### src/rtl/pipelined_ripple_carry_add_if.sv
// Operand/result handshake bundle for pipelined_ripple_carry_add.
// PIPELINED_RIPPLE_CARRY_ADD_STATUS_EN adds the z/ov status flags.
interface pipelined_ripple_carry_add_if #(
  parameter int unsigned N = 32
);
  logic         in_valid;
  logic         in_ready;
  logic [N-1:0] a;
  logic [N-1:0] b;
  logic         ci;
  logic         sub;
  logic         out_valid;
  logic         out_ready;
  logic [N-1:0] c;
  logic         co;
`ifdef PIPELINED_RIPPLE_CARRY_ADD_STATUS_EN
  logic         z;
  logic         ov;
`endif

  modport master (
    output in_valid, a, b, ci, sub, out_ready,
    input  in_ready, out_valid, c, co
`ifdef PIPELINED_RIPPLE_CARRY_ADD_STATUS_EN
    , input z, ov
`endif
  );

  modport slave (
    input  in_valid, a, b, ci, sub, out_ready,
    output in_ready, out_valid, c, co
`ifdef PIPELINED_RIPPLE_CARRY_ADD_STATUS_EN
    , output z, ov
`endif
  );
endinterface

### src/rtl/pipelined_ripple_carry_add.sv
// N-bit add/subtract split into S ripple chunks, one chunk per pipeline stage,
// with valid/ready flow control. Optional z/ov flags: PIPELINED_RIPPLE_CARRY_ADD_STATUS_EN.
module pipelined_ripple_carry_add #(
  parameter int unsigned N = 32,
  parameter int unsigned S = 4
) (
  input logic                          clk,
  input logic                          rst,
  pipelined_ripple_carry_add_if.slave  bus
);
  localparam int unsigned W = N / S;

  generate
    if (N < 2 || S < 1 || S > N || (N % S) != 0) begin : g_bad_cfg
      $error("pipelined_ripple_carry_add: illegal N/S combination");
    end
  endgenerate

  logic [S-1:0] valid_q, valid_d;
  logic [S-1:0] carry_q, carry_d;
  logic [N-1:0] a_q   [S];
  logic [N-1:0] a_d   [S];
  logic [N-1:0] b_q   [S];
  logic [N-1:0] b_d   [S];
  logic [N-1:0] sum_q [S];
  logic [N-1:0] sum_d [S];

  logic         advance;
  logic [S-1:0] in_v, in_cy, res_cy;
  logic [N-1:0] in_a    [S];
  logic [N-1:0] in_b    [S];
  logic [N-1:0] in_sum  [S];
  logic [N-1:0] res_sum [S];
  logic [W:0]   chunk;

  // Stage k sees either the bus (k=0) or stage k-1's registers; b is pre-inverted for subtract.
  always_comb begin
    advance = !valid_q[S-1] || bus.out_ready;
    chunk   = '0;
    in_v    = '0;
    in_cy   = '0;
    res_cy  = '0;
    valid_d = '0;
    carry_d = '0;
    for (int unsigned k = 0; k < S; k++) begin
      in_a[k]    = '0;
      in_b[k]    = '0;
      in_sum[k]  = '0;
      res_sum[k] = '0;
      a_d[k]     = '0;
      b_d[k]     = '0;
      sum_d[k]   = '0;
    end

    in_v[0]   = bus.in_valid;
    in_cy[0]  = bus.ci ^ bus.sub;
    in_a[0]   = bus.a;
    in_b[0]   = bus.sub ? ~bus.b : bus.b;
    in_sum[0] = '0;
    for (int unsigned k = 1; k < S; k++) begin
      in_v[k]   = valid_q[k-1];
      in_cy[k]  = carry_q[k-1];
      in_a[k]   = a_q[k-1];
      in_b[k]   = b_q[k-1];
      in_sum[k] = sum_q[k-1];
    end

    for (int unsigned k = 0; k < S; k++) begin
      chunk = {1'b0, in_a[k][k*W +: W]} + {1'b0, in_b[k][k*W +: W]} + {{W{1'b0}}, in_cy[k]};
      res_sum[k]            = in_sum[k];
      res_sum[k][k*W +: W]  = chunk[W-1:0];
      res_cy[k]             = chunk[W];

      valid_d[k] = advance ? in_v[k]    : valid_q[k];
      carry_d[k] = advance ? res_cy[k]  : carry_q[k];
      a_d[k]     = advance ? in_a[k]    : a_q[k];
      b_d[k]     = advance ? in_b[k]    : b_q[k];
      sum_d[k]   = advance ? res_sum[k] : sum_q[k];
    end
  end

  always_ff @(posedge clk) begin
    if (rst) begin
      valid_q <= '0;
      carry_q <= '0;
      for (int unsigned k = 0; k < S; k++) begin
        a_q[k]   <= '0;
        b_q[k]   <= '0;
        sum_q[k] <= '0;
      end
    end else begin
      valid_q <= valid_d;
      carry_q <= carry_d;
      for (int unsigned k = 0; k < S; k++) begin
        a_q[k]   <= a_d[k];
        b_q[k]   <= b_d[k];
        sum_q[k] <= sum_d[k];
      end
    end
  end

  assign bus.in_ready  = advance;
  assign bus.out_valid = valid_q[S-1];
  assign bus.c         = sum_q[S-1];
  assign bus.co        = carry_q[S-1];

`ifdef PIPELINED_RIPPLE_CARRY_ADD_STATUS_EN
  logic z_q, z_d, ov_q, ov_d;

  // Sign-overflow via operand/result sign bits equals carry-in(N-1) ^ carry-out(N-1).
  always_comb begin
    z_d  = advance ? (res_sum[S-1] == '0) : z_q;
    ov_d = advance ? ((in_a[S-1][N-1] == in_b[S-1][N-1]) &&
                      (res_sum[S-1][N-1] != in_a[S-1][N-1])) : ov_q;
  end

  always_ff @(posedge clk) begin
    if (rst) begin
      z_q  <= 1'b0;
      ov_q <= 1'b0;
    end else begin
      z_q  <= z_d;
      ov_q <= ov_d;
    end
  end

  assign bus.z  = z_q;
  assign bus.ov = ov_q;
`endif
endmodule

### src/flat_wrapper.sv
// flat-port wrapper written by rule: the top's interface ports become plain ports
module pipelined_ripple_carry_add_flat 
#(
  parameter int unsigned N = 32,
  parameter int unsigned S = 4
)
  (clk, rst, bus_in_valid, bus_a, bus_b, bus_ci, bus_sub, bus_out_ready, bus_in_ready, bus_out_valid, bus_c, bus_co);
  pipelined_ripple_carry_add_if #(.N(N)) bus_i ();
  input logic clk;
  input logic rst;
  input wire logic [$bits(bus_i.in_valid)-1:0] bus_in_valid;
  input wire logic [$bits(bus_i.a)-1:0] bus_a;
  input wire logic [$bits(bus_i.b)-1:0] bus_b;
  input wire logic [$bits(bus_i.ci)-1:0] bus_ci;
  input wire logic [$bits(bus_i.sub)-1:0] bus_sub;
  input wire logic [$bits(bus_i.out_ready)-1:0] bus_out_ready;
  output wire logic [$bits(bus_i.in_ready)-1:0] bus_in_ready;
  output wire logic [$bits(bus_i.out_valid)-1:0] bus_out_valid;
  output wire logic [$bits(bus_i.c)-1:0] bus_c;
  output wire logic [$bits(bus_i.co)-1:0] bus_co;
  assign bus_i.in_valid = bus_in_valid;
  assign bus_i.a = bus_a;
  assign bus_i.b = bus_b;
  assign bus_i.ci = bus_ci;
  assign bus_i.sub = bus_sub;
  assign bus_i.out_ready = bus_out_ready;
  assign bus_in_ready = bus_i.in_ready;
  assign bus_out_valid = bus_i.out_valid;
  assign bus_c = bus_i.c;
  assign bus_co = bus_i.co;
  pipelined_ripple_carry_add #(.N(N), .S(S)) u_core (.clk(clk), .rst(rst), .bus(bus_i));
endmodule
### config.mk
export PLATFORM = sky130hd
export DESIGN_NAME = pipelined_ripple_carry_add_flat
export DESIGN_NICKNAME = d
export VERILOG_FILES = /design/src/rtl/pipelined_ripple_carry_add_if.sv /design/src/rtl/pipelined_ripple_carry_add.sv /design/src/flat_wrapper.sv
export SDC_FILE = /design/constraint.sdc
export NUM_CORES = 1
export LEC_CHECK = 0
export CELL_PAD_IN_SITES_DETAIL_PLACEMENT = 0
export CELL_PAD_IN_SITES_GLOBAL_PLACEMENT = 1
export CORE_ASPECT_RATIO = 0.75
export CORE_MARGIN = 1.5
export CORE_UTILIZATION = 45
export CTS_CLUSTER_DIAMETER = 30
export DETAILED_ROUTE_END_ITERATION = 12
export PLACE_DENSITY = 0.95
export SETUP_SLACK_MARGIN = 0.3
export SYNTH_ARGS = -nofsm -noshare
export SYNTH_HDL_FRONTEND = slang
export SYNTH_SLANG_ARGS = --single-unit
### constraint.sdc
create_clock -name clk -period 3.9 [get_ports clk]
set_clock_uncertainty 0.05 [all_clocks]
set_input_delay 0.39 -clock clk [delete_from_list [all_inputs] [get_ports clk]]
set_output_delay 0.39 -clock clk [all_outputs]
set_load 0.02 [all_outputs]
==> results of run 1 <==
## per-layer routing
layer,global-route usage (%),vias to the layer above
li1,-,3433
met1,30.4,2985
met2,25.1,132
met3,4.37,12
met4,5.31,0
met5,0,-
## through the flow
stage	std cells	worst slack [ns]
5_1_grt	1286	1.33
2_1_floorplan	971	1.39
3_5_place_dp	1254	1.24
6_report	1286	1.42
4_1_cts	1286	1.42
3_3_place_gp	1254	1.26
## synthesized netlist by cell type, types with 4 or more instances
| library cell | instances |
|---|---|
| or3_1 | 7 |
| nand3_1 | 14 |
| dfxtp_1 | 184 |
| o211ai_1 | 8 |
| nor3_1 | 8 |
| a211oi_1 | 35 |
| buf_2 | 34 |
| ha_1 | 28 |
| a21o_1 | 6 |
| o21a_1 | 12 |
| and3_1 | 5 |
| a211o_1 | 10 |
| nor4b_1 | 4 |
| buf_1 | 5 |
| o21ai_0 | 7 |
| xnor2_1 | 25 |
| a31oi_1 | 5 |
| nor2b_1 | 4 |
| or2_2 | 6 |
| xor2_1 | 10 |
| fa_1 | 8 |
| clkbuf_1 | 28 |
| nand2_1 | 272 |
| nor2_1 | 42 |
| nand3b_1 | 4 |
| a21oi_1 | 145 |
| inv_1 | 13 |
## state kept, by name (all words and copies together) (netlist names)
signal / flops
u_core.sum_q: 80
u_core.a_q: 48
u_core.b_q: 48
u_core.carry_q: 4
u_core.valid_q: 4
## cell type report
class | count | area [sq um]
sequential | 184 | 3680
multi-input combinational | 704 | 4040
fill | 1667 | 7850
clock inverter | 12 | 118
inverter | 14 | 57.6
clock buffer | 20 | 447
tap | 242 | 303
timing repair buffer | 110 | 1110
## critical path: stages
cell and delay, ns:
clkdlybuf4s50_1 0.51, nor2b_4 0.07, inv_6 0.33, clkdlybuf4s50_1 0.70
## worst paths after layout
path,startpoint,endpoint,cells past startpoint
hold / removal,u_core.sum_q[3][13],u_core.sum_q[3][13],2
setup reg to reg,u_core.carry_q[1],u_core.carry_q[2],6
hold reg to reg,u_core.sum_q[3][13],u_core.sum_q[3][13],2
setup / recovery,bus_out_ready,bus_in_ready,4
## power by group
| group | internal [mW] | leakage, nW | switching [mW] |
|---|---|---|---|
| Combinational | 0.265 | 2.02 | 0.271 |
| Clock | 0.907 | 0.276 | 0.733 |
| Sequential | 2.00 | 1.51 | 0.0680 |
| Total | 3.18 | 3.80 | 1.07 |
## logic make-up (layout without fill, tap and decap cells)
kind of cell	after synthesis	in the layout	synth area share (%)
simple gates	377	377	19.4
compound gates	255	255	20.3
flops	184	184	45.6
buf+inv	83	156	4.48
fa+ha+maj	36	36	6.32
xor+xnor	35	35	3.79
mux	1	1	0.124
==> results.md, run 1 <==
* Boundary Pins at 105
* Critical path peak fanout at 62
* Critical path start-end classification: primary input to primary output
* DRC violation total after the first TritonRoute iteration at slightly below 500
* Leading cell types by total area after synthesis: dfxtp_1, nand2_1, a21oi_1, ha_1, a211oi_1
* H-tree Lvls at 4
* WL met1 at ~9400 microns
* Met3 Wirelength at 833 microns
* Flip-flop and latch count after synthesis at roughly 180
* Mapped Area at 0.00808 sq mm
* Clock slew at reported path FFs at ~0.070 ns
* Initial standard-cell utilization of the core at 45.9%
* Post-cts gate resize count at 0
* Gate count of the mapped netlist at ~1000
* Final-report hold violation count at 0
* First-pass GRT wire length at 28800 microns
* Number of warning messages in the yosys log at 0
* Number of routed nets with antenna violations at 0
* Instance area after placement at ~0.0092 sq mm
* Total clock buffers created by CTS at 17
* Area growth syn-to-layout at 20.8%
* Fraction of layout instances using a drive strength above 1 at 5.75%
* Vias at 6562
* Unrepaired setup endpoints after global routing: false
* Number of endpoints failing setup at the final stage at 0
* Sort of element at the end of the critical path: primary output
* Max Clock Freq at a little over 400 MHz
* Maximum root-to-sink buffer count at 2
* Detail-routed net length per standard cell at about 13 microns
* Clk Latency, worst-skew pair at roughly 0.43 ns
* Sum of met2 wire segment lengths after detailed routing at 6880 microns
* Post-synthesis cell type with the largest combined area: dfxtp_1
* Least-Margin Pin Slew at between 0.9 and 1 ns
* Async SR Flop Fraction at 0%
* Residual DRC at 0
* Overall fraction of global-route tracks in use at 19.1%
* Die extent in y at approximately 120 microns
* Portion of synthesized cell area occupied by the leading cell type at between 40 and 50%
* Final Cycle Share at 63.6%
* # Post-CTS Setup Buffers at 0
* Max-slew headroom at between 30% and 40%
* Via density per instance at ~5.1
* Leak pwr at approximately 3.8 nW
* Full die area at 0.0188 sq mm
* TritonCTS Sinks at around 180
* Sum of overflow across all layers after global routing at 0
* Wirelength, routed at about 17000 microns
* Worst EP arrival at 2.04 ns
* Number of port buffers at around 100
* Std cell rows at 42
* Die width at ~160 microns
* Clock period minus final worst setup slack at roughly 2.5 ns
* Worst Hold Margin at 0.398 ns
* Required time of the worst setup path at 3.46 ns
* Syn Area/Cell at 8.32 sq um
* Clock root buffer master: clkbuf_16
* Most used flip-flop cell after synthesis: dfxtp_1
* Finished Cell Area at just under 0.01 sq mm
* Diode count at 0
* Mapped Nets at 1077
* Clock tree from TritonCTS: yes
* Vias in the first global route at 5880
* DRT Pass-1 Iters at 5
* Type of the tightest min-delay check: flop to flop
* Highest metal layer with signal wires: met4
* Total power at 4.25 mW
* IR drop worst, VDD at between 200 and 300 uV
* Number of enable flip-flop cells after synthesis at 0
* Fin util at a little under three fifths
* Outcome: completed
* Sum Neg Setup Slack at 0 ns
* Final HPWL from detailed placement at between 10000 and 15000 microns
* Synth cell types at 47
* Type of element launching the critical path: primary input
* Proportion of synthesized chip area in sequential cells at roughly 46%
* Area of the placeable core at 0.0176 sq mm
* Final Wtd Congestion at 0.790
* Net total in the final layout at 1137
* Count of final max-slew check failures at 0
* Pin count of the biggest net entering global routing at between 150 and 200
* Highest-count cells in the layout ignoring fill and taps: nand2_1, dfxtp_1, a21oi_1
* Number of max-capacitance violations reported at 0
* Count of hold buffers inserted by post-cts repair at 0
* Pwr/cell area at ~440 mW/mm^2
* Setup slack of the most critical reg-to-reg path at between 1.5 and 2 ns
* Commonest non-fill, non-tap cell in the layout: nand2_1
* Initial antenna violation count at 0
(Power assumes the default switching activity.)
==> run 2: changes to the inputs <==
CORE_UTILIZATION = 37   (was 45)
PLACE_DENSITY = 0.86   (was 0.95)
clock period = 2 ns   (was 3.9 ns; I/O delays follow)
==> results.md, run 2 (synthesized netlist as in run 1, its figures left out) <==
* Boundary Pins at 105 (unchanged)
* IR drop worst, VDD at 521 uV (was 267 uV)
* Via density per instance at 4.90 (was 5.10)
* Required time of the worst setup path at 2.26 ns (was 3.46 ns)
* Number of max-capacitance violations reported at 0 (unchanged)
* Final Cycle Share at 103%
* Maximum root-to-sink buffer count at 2 (unchanged)
* Worst EP arrival at 2.33 ns (was 2.04 ns)
* Worst Hold Margin at 0.252 ns (was 0.398 ns)
* DRT Pass-1 Iters at 5 (unchanged)
* Highest-count cells in the layout ignoring fill and taps: nand2_1, dfxtp_1, a21oi_1 (unchanged)
* Outcome: finished with violations (was completed)
* Vias at 6755 (was 6562)
* Clock period minus final worst setup slack at between 2 and 2.5 ns
* Sum of overflow across all layers after global routing at 0 (unchanged)
* Fillcell total at 2081 (was 1667)
* Die width at 174 microns (was 158 microns)
* Net total in the final layout at 1185 (was 1137)
* Wirelength, routed at 19000 microns (was 17200 microns)
* DRC violation total after the first TritonRoute iteration at 487 (was 495)
* Area growth syn-to-layout at 28.4% (was 20.8%)
* Fraction of layout instances using a drive strength above 1 at 12.9% (was 5.75%)
* Full die area at 0.0227 sq mm (was 0.0188 sq mm)
* Pwr/cell area at 809 mW/mm^2 (was 435 mW/mm^2)
* Max Clock Freq at around 480 MHz
* Number of port buffers at 104 (unchanged)
* Initial standard-cell utilization of the core at 37.9% (was 45.9%)
* Detail-routed net length per standard cell at 13.8 microns (was 13.4 microns)
* Failing checks: negative setup slack
* Register containing the most flip-flops in the final layout: u_core.sum_q (unchanged)
* First-pass GRT wire length at 31400 microns (was 28800 microns)
* Die extent in y at 131 microns (was 119 microns)
* Number of endpoints failing setup at the final stage at 3 (was 0)
* Fin util at 48.7% (was 55.4%)
* Type of element launching the critical path: flop (was primary input)
* Number of flip-flops under the largest register name at 80 (unchanged)
* Final-report hold violation count at 0 (unchanged)
* Initial antenna violation count at 0 (unchanged)
* Total clock buffers created by CTS at 17 (unchanged)
* Total power at 8.39 mW (was 4.25 mW)
* Library cell appearing most often on the critical path: fa_2 (was clkdlybuf4s50_1)
* Commonest non-fill, non-tap cell in the layout: nand2_1 (unchanged)
* Leak pwr at 4.27 nW (was 3.80 nW)
* TritonCTS Sinks at 184 (unchanged)
* Final Wtd Congestion at 0.812 (was 0.790)
* H-tree Lvls at 4 (unchanged)
* Worst-path cell with the longest stage delay: fa_2 (was clkdlybuf4s50_1)
* Critical path peak fanout at 2 (was 62)
* Overall fraction of global-route tracks in use at 17.2% (was 19.1%)
* Type of the tightest min-delay check: primary input to flop (was flop to flop)
* Registers with the most flip-flops: u_core.sum_q (80), u_core.a_q (48), u_core.b_q (48) (unchanged)
* Number of buffer and inverter instances along the worst setup path at 0 (was 3)
* Clock slew at reported path FFs at 0.07 ns (about the same)
* Count of final max-slew check failures at 0 (unchanged)
* Dpl ws at -0.443 ns (was 1.24 ns)
* Area of the placeable core at 0.0213 sq mm (was 0.0176 sq mm)
* Diode count at 0 (unchanged)
* Largest delay contributor family on the critical path: compound AO/OA/AOI/OAI gates (was buffers and inverters)
* Worst path cell trace: fa_2 > fa_2 > a211o_2 > o211ai_1 > a21oi_1 > a221o_1 (was clkdlybuf4s50_1 > nor2b_4 > inv_6 > clkdlybuf4s50_1)
* Std cell rows at 46 (was 42)
* Max-slew headroom at 60.6% (was 39.0%)
* Critical path start-end classification: flop to flop (was primary input to primary output)
* Delay of the slowest cell on the worst path at 0.40 ns (was 0.70 ns)
* Unrepaired setup endpoints after global routing: true (was false)
* Vias in the first global route at 6322 (was 5880)
* Worst-case setup margin in the final layout at -0.0688 ns (was 1.42 ns)
* Sort of element at the end of the critical path: flop (was primary output)
* Clk Latency, worst-skew pair at 0.43 ns (about the same)
* Number of routed nets with antenna violations at 0 (unchanged)
* Residual DRC at 0 (unchanged)
* Final HPWL from detailed placement at 12900 microns (was 11300 microns)
* Pin count of the biggest net entering global routing at 130 (was 188)
* Least-Margin Pin Slew at 0.591 ns (was 0.914 ns)
* Clock root buffer master: clkbuf_16 (unchanged)
* Clock tree from TritonCTS: yes (unchanged)
[run 2: cell count changes in the layout (fill, tap and decap cells not counted), moves of 5 or more]
cell and delta:
buf_4 +39, clkdlybuf4s50_1 -20, dlymetal6s2s_1 +9, dlygate4sd2_1 +8, fa_1 -8, fa_2 +8
dfxtp_1 -5, dfxtp_2 +5
[run 2: repair_timing]
item | 4_1_cts | 5_1_grt
pin swaps | 26 | 13
endpoints found under the setup margin | 24 | 44
hold endpoints to repair | 3 | 0
hold buffers | 1 | 0
setup buffers | 8 | 2
cloned | 0 | 1
gates resized for setup | 33 | 17
[run 2: cell type report]
class                           count  area [sq um]  area share, %
Clock inverter                     12           119           1.15
Multi-Input combinational cell    704          4140           39.9
Inverter                           14          57.6          0.555
Sequential cell                   184          3690           35.6
Clock buffer                       19           433           4.17
Tap cell                          288           360           3.47
Timing Repair Buffer              158          1580           15.2
[run 2: per-stage QoR]
step                      instances  TNS [ns]  area [sq um]
after global routing           1379    -0.432         10400
final                          1379   -0.0938         10400
after detailed placement       1336     -2.14          9620
after global placement         1336     -1.79          9620
after CTS                      1376   -0.0868         10300
after floorplan                 971    -0.386          8140
[run 2: worst min-delay path, stage by stage]
cell and delay, ns:
buf_8 0.10, buf_4 0.18, xnor2_1 0.13, a211oi_1 0.06
[run 2: worst paths after layout]
path,startpoint,endpoint,slack (ns),cells past startpoint
max,u_core.a_q[0][48],u_core.carry_q[2],-0.07,6
min,bus_sub,u_core.b_q[0][8],0.25,4
max reg2reg,u_core.a_q[0][48],u_core.carry_q[2],-0.07,6
min reg2reg,u_core.sum_q[1][8],u_core.sum_q[2][8],0.40,2
[run 2: metal layers]
metal	vias to the layer above	GRT usage (%)	part of all wire [%]
met5	-	0	0
met4	0	4.72	0.99
met3	20	3.79	4.3
met2	137	25.2	41
met1	3062	25.3	53
li1	3536	-	-
[run 2: report_power, final]
part | switching, mW | total (mW) | internal (mW)
clock | 1.44 | 3.17 | 1.73
combinational | 0.574 | 1.18 | 0.602
sequential | 0.137 | 4.05 | 3.91
